<file path="src/rtl/decoder_4x16.sv">
// Registered 4-to-16 one-hot line decoder with enable.
// A 2x4 on {c1,c} gates four 2x4 decoders on {d1,d}.
module decoder_4x16 #(
  parameter bit OUT_REG = 1'b1
) (
  input  logic clk,
  input  logic rst,
  input  logic en,
  input  logic c1,
  input  logic c,
  input  logic d1,
  input  logic d,
  output logic D0,
  output logic D1,
  output logic D2,
  output logic D3,
  output logic D4,
  output logic D5,
  output logic D6,
  output logic D7,
  output logic D8,
  output logic D9,
  output logic D10,
  output logic D11,
  output logic D12,
  output logic D13,
  output logic D14,
  output logic D15
);

  function automatic logic [3:0] dec2x4(
    input logic       e,
    input logic [1:0] s
  );
    logic [3:0] o;
    o = 4'b0000;
    if (e) begin
      unique case (s)
        2'd0: o = 4'b0001;
        2'd1: o = 4'b0010;
        2'd2: o = 4'b0100;
        2'd3: o = 4'b1000;
        default: o = 4'b0000;
      endcase
    end
    return o;
  endfunction

  logic [3:0]  g;
  logic [15:0] f;
  logic [15:0] q;

  assign g = dec2x4(en, {c1, c});

  for (genvar k = 0; k < 4; k++) begin : g_leaf
    assign f[4*k +: 4] = dec2x4(g[k], {d1, d});
  end

  if (OUT_REG) begin : g_reg
    always_ff @(posedge clk) begin
      if (rst) q <= '0;
      else     q <= f;
    end
  end else begin : g_comb
    assign q = f;
  end

  assign {D15, D14, D13, D12, D11, D10, D9, D8,
          D7,  D6,  D5,  D4,  D3,  D2,  D1, D0} = q;

endmodule

</file>
<file path="config.mk">
export PLATFORM = sky130hd
export DESIGN_NAME = decoder_4x16
export DESIGN_NICKNAME = d
export VERILOG_FILES = /design/src/rtl/decoder_4x16.sv
export SDC_FILE = /design/constraint.sdc
export NUM_CORES = 1
export LEC_CHECK = 0
export ABC_CLOCK_PERIOD_IN_PS = 900
export CORE_UTILIZATION = 32
export DETAILED_ROUTE_END_ITERATION = 10
export PLACE_DENSITY_LB_ADDON = 0.15
export SLEW_MARGIN = 5
export SYNTH_ARGS = -nofsm -noshare
export SYNTH_HDL_FRONTEND = slang
export SYNTH_SLANG_ARGS = --single-unit
</file>
<file path="constraint.sdc">
create_clock -name clk -period 0.9 [get_ports clk]
set_clock_uncertainty 0.15 [all_clocks]
set_input_delay 0.09 -clock clk [delete_from_list [all_inputs] [get_ports clk]]
set_output_delay 0.09 -clock clk [all_outputs]
set_load 0.03 [all_outputs]
</file>
==> summary.txt <==
Final layout
  • Share of layout cells above drive strength 1: 71.6%
  • Reg area: 340 µm²
  • Top reg by flops: q
  • Area Growth Syn to Fin: 70.1%
  • Area of the multi-input gates: 146 µm²
  • Regs by FF count: q (16)
  • Filler cells: 120
  • Ant. Diodes: 0
  • Cell Count, Final, Fillers Out: 82
  • # nets final: 76
  • Final core utilization: 59.0%
  • Max FFs per register: 16

Run
  • MaxCap Viol Count: 0

Routing
  • Routed WL: 865 µm
  • Drt drc: 0
  • Initial DRC Count: 3
  • Antenna Nets Post-Route: 0
  • Pre-Repair DR Iteration Count: 3
  • WL/cell: 10.5 µm
  • Vias per Instance: 4.35
  • Total number of vias: 357

Timing
  • Period utilization: 107%
  • Final setup margin: -58.9 ps
  • RSZ-0062 raised after global routing: yes
  • Finish-stage setup viols: 16
  • Max-slew violation count: 0
  • Peak Freq: 1.04 GHz
  • Worst Tran Pin Value: 242 ps
  • WHS: -9.16 ps
  • Hold Fails Final Rpt: 3
  • Tmin final: 959 ps
  • Slew HR: 83.8%

Power
  • Leakage Power: 0.330 nW
  • Max IR drop VDD: 0.777 mV
  • Net Sw Power: 0.000239 W
  • Reg power frac: 62.2%
  • Power share of the combinational group: 8.6%
  • Clock power frac: 29.2%
  • Pwr per Cell Area: 1500 mW/mm²
  • Internal power: 0.000916 W
  • Net Sw Frac: 20.7%

Critical path
  • Crit path largest cell delay: 320 ps
  • Slowest CP cell: dfxtp_2
  • Data arrival time at the worst-slack endpoint: 720 ps
  • Endpoint class of the critical path: output port
  • Worst path bufs/invs: 1
  • Critical path class: register to output port
  • Element type at the critical path start: register
  • Critical-path cell list: buf_6
  • Worst path required time: 660 ps
  • Delay-heaviest family, CP: flip-flops
  • CP Max Fanout: 1

Yosys
  • Area share of the largest cell type after synthesis: 70.9%
  • Synth top area cells: dfxtp_1, nor2_1, nand4bb_1, nor3_1, or4b_4
  • Most frequent cell after synthesis: dfxtp_1
  • Biggest area consumer among synthesized cells: dfxtp_1
  • Number of flops mapped to enable cells by yosys: 0
  • Yosys warns: 0
  • Synth Instances: 39
  • Commonest cells post-synth: dfxtp_1, nor2_1, nor3_1, nand2b_1, nand4bb_1
  • Asr flop ratio synth: 0%
  • Post-Syn Area per Cell: 11.6 µm²
  • Number of synthesized register bits: 16
  • Post-synth cell types: 9
  • Most used DFF post-synth: dfxtp_1
  • Synthesized Nets: 46
  • Netlist Area Pre-Place: 452 µm²
  • Post-synthesis sequential area ratio: 70.9%

GRT
  • Largest net degree at the start of global routing: 9
  • First-pass GRT wire length: 1300 µm
  • Initial antenna violation count: 0
  • Number of global-route vias before repair: 327
  • Total grt overflow: 0
  • Overall Global Routing Usage: 13.6%

Die
  • Die Y-Extent: 39.6 µm
  • Initial core utilization: 34.7%
  • # IOs: 23
  • Core box area: 0.00130 mm²
  • Site row count: 13
  • Die Footprint: 0.00157 mm²
  • Die Wd: 39.6 µm

Clocking
  • Post CTS Setup Buffer Count: 0
  • CTS Buffer Depth: 2
  • Worst-path clk slew: 80 ps
  • Clock sink total: 16
  • CTS Buf Count: 3
  • Max H-tree Level: 1
  • CTS tree: built
  • Clock root cell: clkbuf_4

Placement
  • Port buffer count: 22
  • Detailed Place HPWL: 644 µm
  • RD Place Congestion: 0.743
  • Placed insts: 79
  • Worst slack, placed: -592 ps

Min path
  • Class of the worst hold path: input port to register

Status
  • Failing checks: hold timing, setup timing
  • Outcome: complete, but fails checks
==> placed cells by master, fill, tap and decap left out, drive strengths merged <==
master       netlist  final
nor3               4      4
nand2b             2      2
nand2              1      1
nand4bb            2      2
nand4b             1      1
or4b               1      1
nor2              12     12
dfxtp             16     16
dlygate4sd2        0      2
buf                0     21
clkbuf             0      5
==> power groups by stage <==
stage          clock (W)  combinational (W)  sequential [W]
5_1_grt         0.000392           0.000105        0.000719
6_report        0.000338          0.0000992        0.000718
3_5_place_dp           0           0.000101        0.000733
2_1_floorplan          0          0.0000224        0.000747
3_3_place_gp           0           0.000100        0.000733
4_1_cts         0.000366           0.000101        0.000718
==> logic make-up (layout without fill, tap and decap cells) <==
group / count (synthesis) / count (layout) / synth area share [%]
and+or+nand+nor: 23 / 23 / 29.1
DFF: 16 / 16 / 70.9
buffers and inverters: 0 / 28 / 0
==> stage by stage <==
step / TNS, ps / total power (W) / cell area, µm²
2_1_floorplan: -133 / 0.000770 / 452
3_3_place_gp: -6100 / 0.000833 / 673
3_5_place_dp: -6310 / 0.000834 / 673
4_1_cts: -1140 / 0.00118 / 776
5_1_grt: -1440 / 0.00122 / 768
6_report: -880 / 0.00115 / 768
==> metal layers <==
| metal | GRT usage, % | up-vias | routed length (µm) |
|---|---|---|---|
| met2 | 20.1 | 15 | 411 |
| met3 | 3.41 | 2 | 55 |
| met1 | 15.4 | 153 | 386 |
| met5 | 0 | - | 0 |
| li1 | - | 187 | - |
| met4 | 12.9 | 0 | 11 |
==> area by class of cell <==
type / count / area share (%)
Clock buffer: 3 / 2.93
Multi-Input combinational cell: 23 / 19.1
Sequential cell: 16 / 44.3
Tap cell: 15 / 2.44
Timing Repair Buffer: 25 / 31.3
==> path summary, 6_finish.rpt <==
kind  start    to  depth (start not counted)
min     rst  q[1]                          3
max    q[2]    D2                          1
==> repair_timing <==
action                                  CTS  global route
pin swaps                                 2             1
endpoints found under the hold margin     4             3
cloned                                    0             0
endpoints found under the setup margin   30            20
gates resized for setup                  49             3
(Power assumes the default switching activity.)
